[src/rtl/pbit_group_sequencer_if.sv]
// Handshake/status bundle between the p-bit group sequencer and its controller.
// The master side issues start/stop/num_sweeps; the slave side (the sequencer)
// drives the group select, valid qualifier, sweep strobe and run status.
interface pbit_group_sequencer_if #(
    parameter int unsigned SWEEP_W = 16
);
    logic               start;
    logic               stop;
    logic [SWEEP_W-1:0] num_sweeps;
    logic [0:2]         group_EN;
    logic               group_valid;
    logic               sample_strobe;
    logic [SWEEP_W-1:0] sweep_cnt;
    logic               busy;
    logic               done;

    modport master (
        output start, stop, num_sweeps,
        input  group_EN, group_valid, sample_strobe, sweep_cnt, busy, done
    );

    modport slave (
        input  start, stop, num_sweeps,
        output group_EN, group_valid, sample_strobe, sweep_cnt, busy, done
    );
endinterface

[src/rtl/pbit_group_sequencer.sv]
// Grouped p-bit update-order sequencer.
// Walks the 3-bit group select through the colour groups with a programmable
// dwell per group and a one-cycle guard gap between groups, counts sweeps,
// strobes each sweep boundary and ends on a sweep count or a stop request.
// Optional macro PBIT_SEQ_CLAMP_PHASE_EN appends a clamp/readout phase
// (group code 3'b100) at the end of every sweep.
module pbit_group_sequencer #(
    parameter int unsigned NUM_GROUPS = 4,
    parameter int unsigned DWELL      = 8,
    parameter int unsigned SWEEP_W    = 16
) (
    input  logic                   clk,
    input  logic                   rst_n,
    pbit_group_sequencer_if.slave  bus
);
    localparam int unsigned     DW_W       = (DWELL > 1) ? $clog2(DWELL) : 1;
    localparam logic [DW_W-1:0] DWELL_LOAD = DW_W'(DWELL - 1);
`ifdef PBIT_SEQ_CLAMP_PHASE_EN
    localparam logic [2:0]      LAST_GROUP = 3'(NUM_GROUPS - 1);
    localparam logic [2:0]      LAST_PHASE = 3'b100;
`else
    localparam logic [2:0]      LAST_PHASE = 3'(NUM_GROUPS - 1);
`endif

    typedef enum logic [1:0] {
        st_idle,
        st_update,
        st_gap,
        st_done
    } state_t;

    state_t             state_q, state_d;
    logic [2:0]         idx_q, idx_d;
    logic [DW_W-1:0]    dwell_q, dwell_d;
    logic [SWEEP_W-1:0] cnt_q, cnt_d;
    logic [SWEEP_W-1:0] target_q, target_d;
    logic               stop_q, stop_d;
    logic               valid_q, valid_d;
    logic               strobe_q, strobe_d;
    logic               busy_q, busy_d;
    logic               done_q, done_d;
    logic [2:0]         idx_next;

    // Phase after the current one; the clamp phase follows the last colour group.
    always_comb begin
`ifdef PBIT_SEQ_CLAMP_PHASE_EN
        idx_next = (idx_q == LAST_GROUP) ? 3'b100 : idx_q + 3'd1;
`else
        idx_next = idx_q + 3'd1;
`endif
    end

    // Next-state and next-output decode. The boundary strobe and count update are
    // issued on entry to the last gap so they appear during that gap cycle; the
    // end-of-run decision is taken during the gap itself.
    always_comb begin
        state_d  = state_q;
        idx_d    = idx_q;
        dwell_d  = dwell_q;
        cnt_d    = cnt_q;
        target_d = target_q;
        stop_d   = stop_q;
        strobe_d = 1'b0;

        if (state_q != st_idle) begin
            stop_d = stop_q | bus.stop;
        end

        case (state_q)
            st_idle: begin
                if (bus.start) begin
                    state_d  = st_update;
                    target_d = bus.num_sweeps;
                    cnt_d    = '0;
                    stop_d   = 1'b0;
                    idx_d    = '0;
                    dwell_d  = DWELL_LOAD;
                end
            end
            st_update: begin
                if (dwell_q == '0) begin
                    state_d = st_gap;
                    if (idx_q == LAST_PHASE) begin
                        strobe_d = 1'b1;
                        cnt_d    = cnt_q + SWEEP_W'(1);
                    end
                end else begin
                    dwell_d = dwell_q - DW_W'(1);
                end
            end
            st_gap: begin
                state_d = st_update;
                dwell_d = DWELL_LOAD;
                if (idx_q != LAST_PHASE) begin
                    idx_d = idx_next;
                end else if (stop_q || bus.stop ||
                             ((target_q != '0) && (cnt_q == target_q))) begin
                    state_d = st_done;
                    idx_d   = '0;
                end else begin
                    idx_d = '0;
                end
            end
            st_done: begin
                state_d = st_idle;
            end
            default: begin
                state_d = st_idle;
            end
        endcase

        valid_d = (state_d == st_update);
        busy_d  = (state_d != st_idle);
        done_d  = (state_d == st_done);
    end

    // State and registered outputs; reset aborts any run without a done pulse.
    always_ff @(posedge clk or negedge rst_n) begin
        if (!rst_n) begin
            state_q  <= st_idle;
            idx_q    <= '0;
            dwell_q  <= '0;
            cnt_q    <= '0;
            target_q <= '0;
            stop_q   <= 1'b0;
            valid_q  <= 1'b0;
            strobe_q <= 1'b0;
            busy_q   <= 1'b0;
            done_q   <= 1'b0;
        end else begin
            state_q  <= state_d;
            idx_q    <= idx_d;
            dwell_q  <= dwell_d;
            cnt_q    <= cnt_d;
            target_q <= target_d;
            stop_q   <= stop_d;
            valid_q  <= valid_d;
            strobe_q <= strobe_d;
            busy_q   <= busy_d;
            done_q   <= done_d;
        end
    end

    assign bus.group_EN      = idx_q;
    assign bus.group_valid   = valid_q;
    assign bus.sample_strobe = strobe_q;
    assign bus.sweep_cnt     = cnt_q;
    assign bus.busy          = busy_q;
    assign bus.done          = done_q;
endmodule

[src/flat_wrapper.sv]
// flat-port wrapper written by rule: the top's interface ports become plain ports
module pbit_group_sequencer_flat 
#(
    parameter int unsigned NUM_GROUPS = 4,
    parameter int unsigned DWELL      = 8,
    parameter int unsigned SWEEP_W    = 16
)
  (clk, rst_n, bus_start, bus_stop, bus_num_sweeps, bus_group_EN, bus_group_valid, bus_sample_strobe, bus_sweep_cnt, bus_busy, bus_done);
  pbit_group_sequencer_if #(.SWEEP_W(SWEEP_W)) bus_i ();
  input  logic clk;
  input  logic rst_n;
  input wire logic [$bits(bus_i.start)-1:0] bus_start;
  input wire logic [$bits(bus_i.stop)-1:0] bus_stop;
  input wire logic [$bits(bus_i.num_sweeps)-1:0] bus_num_sweeps;
  output wire logic [$bits(bus_i.group_EN)-1:0] bus_group_EN;
  output wire logic [$bits(bus_i.group_valid)-1:0] bus_group_valid;
  output wire logic [$bits(bus_i.sample_strobe)-1:0] bus_sample_strobe;
  output wire logic [$bits(bus_i.sweep_cnt)-1:0] bus_sweep_cnt;
  output wire logic [$bits(bus_i.busy)-1:0] bus_busy;
  output wire logic [$bits(bus_i.done)-1:0] bus_done;
  assign bus_i.start = bus_start;
  assign bus_i.stop = bus_stop;
  assign bus_i.num_sweeps = bus_num_sweeps;
  assign bus_group_EN = bus_i.group_EN;
  assign bus_group_valid = bus_i.group_valid;
  assign bus_sample_strobe = bus_i.sample_strobe;
  assign bus_sweep_cnt = bus_i.sweep_cnt;
  assign bus_busy = bus_i.busy;
  assign bus_done = bus_i.done;
  pbit_group_sequencer #(.NUM_GROUPS(NUM_GROUPS), .DWELL(DWELL), .SWEEP_W(SWEEP_W)) u_core (.clk(clk), .rst_n(rst_n), .bus(bus_i));
endmodule
[config.mk]
export PLATFORM = sky130hd
export DESIGN_NAME = pbit_group_sequencer_flat
export DESIGN_NICKNAME = d
export VERILOG_FILES = /design/src/rtl/pbit_group_sequencer_if.sv /design/src/rtl/pbit_group_sequencer.sv /design/src/flat_wrapper.sv
export SDC_FILE = /design/constraint.sdc
export NUM_CORES = 1
export LEC_CHECK = 0
export BUFFER_PORTS_ARGS = -buffer_cell sky130_fd_sc_hd__buf_4
export CELL_PAD_IN_SITES_DETAIL_PLACEMENT = 1
export CELL_PAD_IN_SITES_GLOBAL_PLACEMENT = 1
export CORE_ASPECT_RATIO = 1.4
export CORE_MARGIN = 2
export CORE_UTILIZATION = 43
export DETAILED_ROUTE_END_ITERATION = 8
export PLACE_DENSITY = 0.75
export SLEW_MARGIN = 15
export SYNTH_ARGS = -nofsm -noshare
export SYNTH_HDL_FRONTEND = slang
export SYNTH_SLANG_ARGS = --single-unit
export TNS_END_PERCENT = 50
[constraint.sdc]
create_clock -name clk -period 1.8 [get_ports clk]
set_input_delay 0.09 -clock clk [delete_from_list [all_inputs] [get_ports clk]]
set_output_delay 0.09 -clock clk [all_outputs]
set_load 0.01 [all_outputs]
* Word level (Yosys, flattened, before mapping)
Cells that the tools add are included. Widths: inputs -> output; s select.
Storage, ports and cells: register bits after elaboration 45, output and inout port bits 23, input port bits 20
Operators by class: bitwise operators 1, multiplexer cells 21, equal/unequal tests 12, reduce and logical (&&, ||, !) cells 15, add/subtract/negate cells 3
Operators by type and width (count):
- $mux 16 | 3
- $pmux 16 s2 | 1
- $add 16x1->16 const B | 1
- $eq 16x16->1 | 1
- $reduce_bool 16->1 | 1
- $mux 3 | 4
- $pmux 3 s3 | 1
- $mux 2 | 4
- $pmux 2 s4 | 1
- $reduce_bool 2->1 | 4
- $eq 2x2->1 const B | 3
- $mux 1 | 6
- $pmux 3 s2 | 1
- $eq 2x1->1 const B | 2
- $ne 2x1->1 const B | 2
- $ne 2x2->1 const B | 2
- $reduce_and 2->1 | 2
- $reduce_and 4->1 | 1
- $add 3x1->3 const B | 1
- $eq 3x2->1 const B | 1
- $logic_not 3->1 | 1
- $ne 3x2->1 const B | 1
- $reduce_and 3->1 | 1
- $reduce_bool 3->1 | 1
- other kinds (5) | 6

* Depth between registers and ports, before layout
Gate-level depths: netlist of run 1.
depth after elaboration 7, gate-level depth with buffers 8, mapped depth without buffers 7

* Worst setup path after synthesis of run 1
Ideal clock, no wire load.
kind reg2reg, from reg u_core.dwell_q[0], to reg u_core.cnt_q[13], in the netlist u_core.bus.sweep_cnt[13], buffers on the path 0, clock period less this slack 1.632 ns, stages on the path, launching flop included 7, arrival 1.554 ns, slack 0.168 ns, data required time 1.723 ns, cells stage by stage dfrtp_1 > inv_1 > ha_1 > and4bb_2 > nand4_1 > or3_1 > a21oi_1
Between the ends: word-level cells in the longest chain between the ends 3
Ends and longest elaborated chain:
- start, declared | line pbit_group_sequencer.sv:34 | logic [DW_W-1:0] dwell_q, dwell_d;
- start signal, assigned | line pbit_group_sequencer.sv:133 | dwell_q <= dwell_d;
- $logic_not 3->1 | line pbit_group_sequencer.sv:81 | if (dwell_q == '0) begin
- $ne 2x1->1 (no source line)
- $reduce_and 4->1 (no source line)
- end signal, assigned | line pbit_group_sequencer.sv:134 | cnt_q <= cnt_d;
- end, declared | line pbit_group_sequencer.sv:35 | logic [SWEEP_W-1:0] cnt_q, cnt_d;
No other way between the ends. A chain may end at the register's enable or synchronous reset.

* Worst setup path after layout of run 1
from reg u_core.dwell_q[0], to reg u_core.cnt_q[7], in the netlist u_core.bus.sweep_cnt[7]
The elaborated chain is that of the path after synthesis.

==> results by group, run 1 <==
Clocking
  • H-tree levels: 2
  • Worst-skew pair later-pin latency: around 0.29 ns
  • Clock Path Buffers: 2
  • Clock root cell: clkbuf_8
  • CTS tree: built
  • Sinks on Clock Net: between 40 and 50
  • CTS Buf Count: 5
  • Clock-pin slew of the registers on the worst-case setup and hold paths: 0.08 ns

Power and ir drop
  • Power per standard cell area: 1191 nW/um2
  • Tot Pwr: 3403 uW
  • Leakage: 0.001282 uW
  • Peak supply drop: 0.6601 mV

Critical path
  • Worst Setup End Kind: flop
  • Setup crit start kind: flop
  • Critical path cell sequence: inv_2 > ha_4 > and4bb_2 > nand4_1 > buf_4 > or3_1 > a21oi_1
  • CP max-delay cell: dfrtp_1
  • Flop2flop setup slack: roughly 0.070 ns
  • Critical Path End: u_core.bus.sweep_cnt[7]
  • Worst Setup SP: u_core.dwell_q[0]
  • R2r endpoint: u_core.bus.sweep_cnt[7]
  • R2r worst-path depth: 7
  • CP Data Arrival Time: approximately 2.0 ns
  • Critical setup path kind: reg2reg
  • Max incr delay on CP: ~0.40 ns
  • CP max FO: 6
  • FF-to-FF Start: u_core.dwell_q[0]
  • WP data required: 2.03 ns

Outcome
  • Status: completed

Floorplan
  • Top Ports: 43
  • Height of the chip: 88.65 um
  • Die area: around 5700 um2
  • Row Count: 30
  • Die X: between 60 and 70 um
  • Initial Utilization: approximately 45%
  • Core area: just under 5000 um2

GRT
  • Grt total ovfl: 0
  • Vias in the first global route: 1950
  • Tot GR Track Use: 21.92%
  • Initial antenna violation count: 0
  • First-pass GRT wire length: 9501 um
  • Largest net degree at the start of global routing: 46

Route
  • Routed len/inst: 17.29 um
  • Final routed DRC violation total: 0
  • ANT nets after route: 0
  • Number of iterations in the first detailed-routing pass: 4
  • Vias/cell: 5.371
  • Initial DRC Count: 47
  • Total Routed Length: 5635 um
  • Vias: 1751

Yosys
  • Sequential area share after synthesis: 51.17%
  • Cell area after synthesis: 2201 um2
  • Mapped Cells: 197
  • EDFF count, synth: 0
  • Post-synth ARST share: 100.0%
  • Post-Syn Nets: 221
  • Synth Warn #: 0
  • Synth cell types: 38
  • Dominant cells by area after synthesis: dfrtp_1, mux2_2, xnor2_1
  • Synth top area share: approximately half
  • Cell type with the highest aggregate area in the netlist: dfrtp_1
  • Prevailing post-synth register cell: dfrtp_1
  • Post-synthesis register bit count: 45
  • Most common cell in the netlist: dfrtp_1
  • Mean Syn Cell Area: 11.17 um2
  • Commonest cells post-synth: dfrtp_1, xnor2_1, mux2_2, nor2_1

STA
  • RSZ-0062 raised after global routing: yes
  • F_max: 577.9 MHz
  • Minimum clock period: 1.730 ns
  • Setup ws final: between 0.06 and 0.07 ns
  • Slew headroom: 61.77%
  • Min Hold Slack: 0.02328 ns
  • Final Hold Viols: 0
  • Slew Limit Fails: 0
  • Worst Tran Pin Value: between 0.5 and 0.6 ns
  • Tcrit/Tclk final: 96.13%
  • Clk_skew: around 0.0037 ns
  • Final setup violation count: 0

Layout
  • Post-layout nets: roughly 290
  • Antenna fix cells: 0
  • Area grow syn2layout: 29.85%
  • Design Area, Final: 2858 um2
  • Proportion of layout cells with a drive suffix above 1: 36.26%

Placement
  • GPL Wtd Cong: between 0.7 and 0.8
  • Dpl cell area: 2705 um2
  • IO buf count: 42
  • Dpl ws: -0.02307 ns
  • HPWL after detailed placement: 4253 um

Job
  • Max-cap violations: 0

Min path
  • HP Class: in2reg
## worst min-delay path by stage
stage	depth (start not counted)	from	endpoint
CTS	2	bus_num_sweeps[3]	u_core.target_q[3]
floorplan	0	rst_n	u_core.bus.busy
finish	2	bus_num_sweeps[11]	u_core.target_q[11]
detailed placement	1	rst_n	u_core.dwell_q[0]
global placement	1	rst_n	u_core.bus.group_valid
global route	2	bus_num_sweeps[7]	u_core.target_q[7]
## worst max-delay path: cells and delay by family, from the launching register on
| family | cells | cell delay [ns] |
|---|---|---|
| flops | 1 | 0.40 |
| compound gates | 1 | 0.14 |
| fa+ha+maj | 1 | 0.14 |
| simple gates | 3 | 0.71 |
| buf+inv | 2 | 0.27 |
## per-stage QoR
| step | utilization [%] | setup TNS, ns | std cells |
|---|---|---|---|
| after floorplan | - | 0 | 197 |
| after global placement | 55.44 | 0 | 312 |
| after detailed placement | 55.44 | -0.02766 | 312 |
| after CTS | 57.69 | 0 | 323 |
| after global routing | 58.56 | -0.02660 | 326 |
| final | 58.56 | 0 | 326 |
## flip-flops by register name, summed over array words and instances (netlist names)
name and cells:
u_core.bus.sweep_cnt 16, u_core.target_q 16, u_core.bus.group_EN 3, u_core.dwell_q 3
u_core.state_q 2, u_core.bus.busy 1, u_core.bus.done 1, u_core.bus.group_valid 1
u_core.bus.sample_strobe 1, u_core.stop_q 1
## layout make-up
type	instances	area (um2)
clock buffers	8	80.08
fillers	562	2022
inverters	7	26.28
multi-input cells	138	1050
flip-flops and latches	45	1126
well taps	64	80.08
repair buffers	64	495.5
## report_power, final
| group | total (uW) | internal [uW] | switching (uW) | leakage, uW |
|---|---|---|---|---|
| combinational | 1210 | 677 | 530 | 0.000675 |
| clock | 599 | 276 | 323 | 0.0000395 |
| sequential | 1600 | 1300 | 293 | 0.000567 |
## layer usage
| metal | GRT usage, % | share of wire, % |
|---|---|---|
| met5 | 0 | 0 |
| met2 | 41.29 | 57 |
| met4 | 6.963 | 1.5 |
| met3 | 3.690 | 2.4 |
| met1 | 25.27 | 39 |
## logic make-up (layout without fill, tap and decap cells)
group	count (synthesis)	after routing	synth area share, %
DFF	45	45	51.17
and+or+nand+nor	66	66	17.34
adders and majority gates	4	4	2.274
buffers and inverters	14	79	2.558
xor gates and xnor gates	28	28	11.14
muxes	18	18	9.153
AOI/OAI and AO/OA	22	22	6.368
## cells in the final DEF, fill, tap and decap left out, drive strengths merged, types with 2 or more instances in the layout
cell,synthesis,final
buf,4,63
dfrtp,45,45
xnor2,18,18
mux2,17,17
nor2,12,12
nor3,11,11
xor2,10,10
nand4,10,10
clkbuf,3,8
o21ai,7,7
nand2,7,7
inv,7,7
nor4,6,6
a21oi,5,5
ha,4,4
and3,3,3
nand3,3,3
a31oi,3,3
or3,3,3
and2,2,2
nand2b,2,2
o22a,2,2
nor2b,2,2
nor3b,2,2
## timing repair
action,4_1_cts,5_1_grt
hold buffers,1,0
endpoints found under the setup margin,4,6
resized for setup,4,3
hold endpoints to repair,45,0
buffers inserted,2,3
pin swaps,2,3
(Power assumes the default switching activity.)
==> inputs of run 2 (changes only) <==
Settings changed: ABC_AREA set to 1, CORE_ASPECT_RATIO 1.4 to not set, CORE_UTILIZATION 43 to 40.
==> run 2 against run 1 <==
  * Die area up 15%
  * Clock power up 33%
  * Sequential power down 9%
  * Register-to-register slack better by 0.13 ns
  * Setup slack better by 0.13 ns
  * Highest routed layer unchanged
==> results by group, run 2 <==
STA
  • RSZ-0062 raised after global routing: no
  • F_max: 625.8 MHz (+8.3%)
  • Tcrit/Tclk final: 88.78% (-7.4 points)
  • Final setup violation count: 0 (unchanged)
  • Worst Tran Pin Value: 0.5952 ns (+0.02177 ns)
  • Slew Limit Fails: 0 (unchanged)
  • Clk_skew: 0.009207 ns (+0.005509 ns)
  • Final setup TNS: 0 ns (unchanged)
  • Slew headroom: 60.32% (-1.5 points)
  • Final Hold Viols: 0 (unchanged)
  • Minimum clock period: 1.598 ns (-0.1323 ns)

Floorplan
  • Initial Utilization: 40.90% (-4.2 points)
  • Die area: 6579 um2 (+15%)
  • Row Count: 28 (-6.7%)
  • Top Ports: 43 (unchanged)
  • Height of the chip: 81.11 um (-8.5%)
  • Die X: 81.11 um (+26%)
  • Core area: 5816 um2 (+19%)

Layout
  • Proportion of layout cells with a drive suffix above 1: 19.79% (-16 points)
  • Most common cell after layout, fill and taps aside: nand2_1
  • Post-layout nets: 397 (+39%)
  • Most frequent cells in the layout: nand2_1, buf_4, inv_1, dfrtp_1
  • Antenna fix cells: 0 (unchanged)
  • Area grow syn2layout: 29.14%
  • Design Area, Final: 3072 um2 (+7.5%)

Yosys
  • Synth top area share: 47.34% (-3.8 points)
  • Prevailing post-synth register cell: dfrtp_1
  • Commonest cells post-synth: nand2_1, dfrtp_1, inv_1, nor2_1, o21ai_0
  • EDFF count, synth: 0 (unchanged)
  • Most common cell in the netlist: nand2_1
  • Synth cell types: 30 (-21%)
  • Synth Warn #: 0 (unchanged)
  • Cell type with the highest aggregate area in the netlist: dfrtp_1
  • Post-synthesis register bit count: 45 (unchanged)
  • Post-Syn Nets: 334 (+51%)
  • Mean Syn Cell Area: 7.673 um2 (-31%)
  • Cell area after synthesis: 2379 um2 (+8.1%)
  • Mapped Cells: 310 (+57%)
  • Dominant cells by area after synthesis: dfrtp_1, nand2_1, inv_1
  • Post-synth ARST share: 100.0% (unchanged)
  • Sequential area share after synthesis: 47.34% (-3.8 points)

Critical path
  • CP most frequent cell: inv_1
  • WP data required: 1.99 ns (-0.04 ns)
  • Critical path cell sequence: inv_1 > ha_1 > inv_1 > nor2_4 > nand3_4 > a21oi_2 > nand3_1 > o21ai_1 > a21oi_1
  • CP max-delay cell: dfrtp_1
  • CP max FO: 6 (unchanged)
  • Setup crit start kind: flop
  • FF-to-FF Start: u_core.dwell_q[0]
  • Worst Setup End Kind: flop
  • Max incr delay on CP: 0.41 ns (about the same)
  • R2r worst-path depth: 9 (+2)
  • Flop2flop setup slack: 0.20 ns (+0.13 ns)
  • Critical setup path kind: reg2reg
  • R2r endpoint: u_core.bus.sweep_cnt[9]
  • CP Data Arrival Time: 1.79 ns (-0.17 ns)

Route
  • Initial DRC Count: 114 (+140%)
  • ANT nets after route: 0 (unchanged)
  • Vias/cell: 4.982 (-7.2%)
  • Vias: 2237 (+28%)
  • Final routed DRC violation total: 0 (unchanged)
  • Number of iterations in the first detailed-routing pass: 4 (unchanged)
  • Total Routed Length: 6693 um (+19%)
  • Routed len/inst: 14.91 um (-14%)

GRT
  • Largest net degree at the start of global routing: 46 (unchanged)
  • Initial antenna violation count: 0 (unchanged)
  • Tot GR Track Use: 22.06% (+0.14 points)
  • Vias in the first global route: 2326 (+19%)
  • Grt total ovfl: 0 (unchanged)
  • First-pass GRT wire length: 11020 um (+16%)

Min path
  • Hold path start: bus_num_sweeps[9]
  • HP Class: in2reg
  • Worst hold stages: 3 (+1)
  • Hold Path End: u_core.target_q[9]

Power and ir drop
  • Peak supply drop: 0.6257 mV (-5.2%)
  • Switching Fraction: 37.75% (+4.1 points)
  • Leakage: 0.001500 uW (+17%)
  • Net switching power: 1316 uW (+15%)
  • Comb power frac: 35.7% (+0.2 points)
  • Power per standard cell area: 1135 nW/um2 (-4.7%)
  • Clock share of power: 22.8% (+5.2 points)
  • Part of the power in registers: 41.5% (-5.4 points)
  • P_int: 2170 uW (-3.9%)

Placement
  • GPL Wtd Cong: 0.7903 (+4.0%)
  • IO buf count: 42 (unchanged)
  • Dpl cell area: 2798 um2 (+3.4%)
  • HPWL after detailed placement: 4895 um (+15%)

Clocking
  • Clock Path Buffers: 2 (unchanged)
  • Worst-skew pair later-pin latency: 0.30 ns (about the same)
  • Sinks on Clock Net: 45 (unchanged)
  • CTS Buf Count: 5 (unchanged)
  • H-tree levels: 2 (unchanged)
  • Clock root cell: clkbuf_8
  • Clock-pin slew of the registers on the worst-case setup and hold paths: 0.10 ns (+0.02 ns)
  • CTS tree: built

Job
  • Max-cap violations: 0 (unchanged)

Outcome
  • Status: completed
run 2: how the worst max path moves through the flow:
stage,from,to,slack [ns],cells after the start
after floorplan,u_core.dwell_q[0],u_core.bus.sweep_cnt[13],0.29,9
after global placement,u_core.dwell_q[0],u_core.bus.sweep_cnt[10],0.15,10
after detailed placement,u_core.dwell_q[0],u_core.bus.sweep_cnt[10],0.02,10
after CTS,u_core.dwell_q[0],u_core.bus.sweep_cnt[10],0.0007,10
after global routing,u_core.dwell_q[0],u_core.bus.sweep_cnt[10],0.04,10
final,u_core.dwell_q[0],u_core.bus.sweep_cnt[9],0.20,9
run 2: power groups by stage:
stage,registers (uW),logic (uW),clock network (uW)
finish,1450,1240,794
global route,1470,1440,845
CTS,1440,1250,803
detailed placement,1470,1220,0
global placement,1440,1160,0
floorplan,1440,810,0
run 2: what timing repair did:
action / 4_1_cts / 5_1_grt
hold buffers: 14 / 0
setup endpoints to repair: 0 / 12
endpoints found under the hold margin: 58 / 0
buffers inserted: 0 / 0
gates resized for setup: 0 / 5
run 2: metal layers:
layer	wire length (um)	vias up	track usage, %
met3	174	5	3.556
met1	2987	1092	27.29
li1	-	1107	-
met4	46	0	4.407
met5	0	-	0
met2	3484	33	40.50
run 2: worst max-delay path, delay by kind of cell (launching register included):
kind | cells | cell delay, ns
simple gates | 3 | 0.39
fa+ha+maj | 1 | 0.14
flops | 1 | 0.41
compound gates | 3 | 0.41
buf+inv | 2 | 0.15
run 2: cell families after synthesis:
| logic type | Yosys count | synth area share (%) |
|---|---|---|
| xor+xnor | 2 | 0.7366 |
| flops | 45 | 47.34 |
| buf+inv | 54 | 8.995 |
| fa+ha+maj | 4 | 2.104 |
| compound gates | 45 | 10.42 |
| simple gates | 160 | 30.41 |
run 2: final cells by class:
class / count / area [um2]
inverters: 49 / 186.4
flip-flops and latches: 45 / 1126
clock inverters: 2 / 38.79
clock buffers: 6 / 72.57
repair buffers: 61 / 493.0
multi-input cells: 211 / 1061
fillers: 749 / 2744
well taps: 75 / 93.84
run 2: per-stage QoR:
step	utilization, %	worst slack, ns	instances	power [uW]	hold slack [ns]
after floorplan	-	0.2900	310	2248	-0.2056
after detailed placement	48.11	0.01524	427	2685	0.1426
after global routing	52.82	0.03668	449	3756	0.02050
final	52.82	0.2020	449	3486	0.003557
after CTS	52.43	0.0007283	449	3496	0.004448
after global placement	48.11	0.1470	427	2602	0.1390
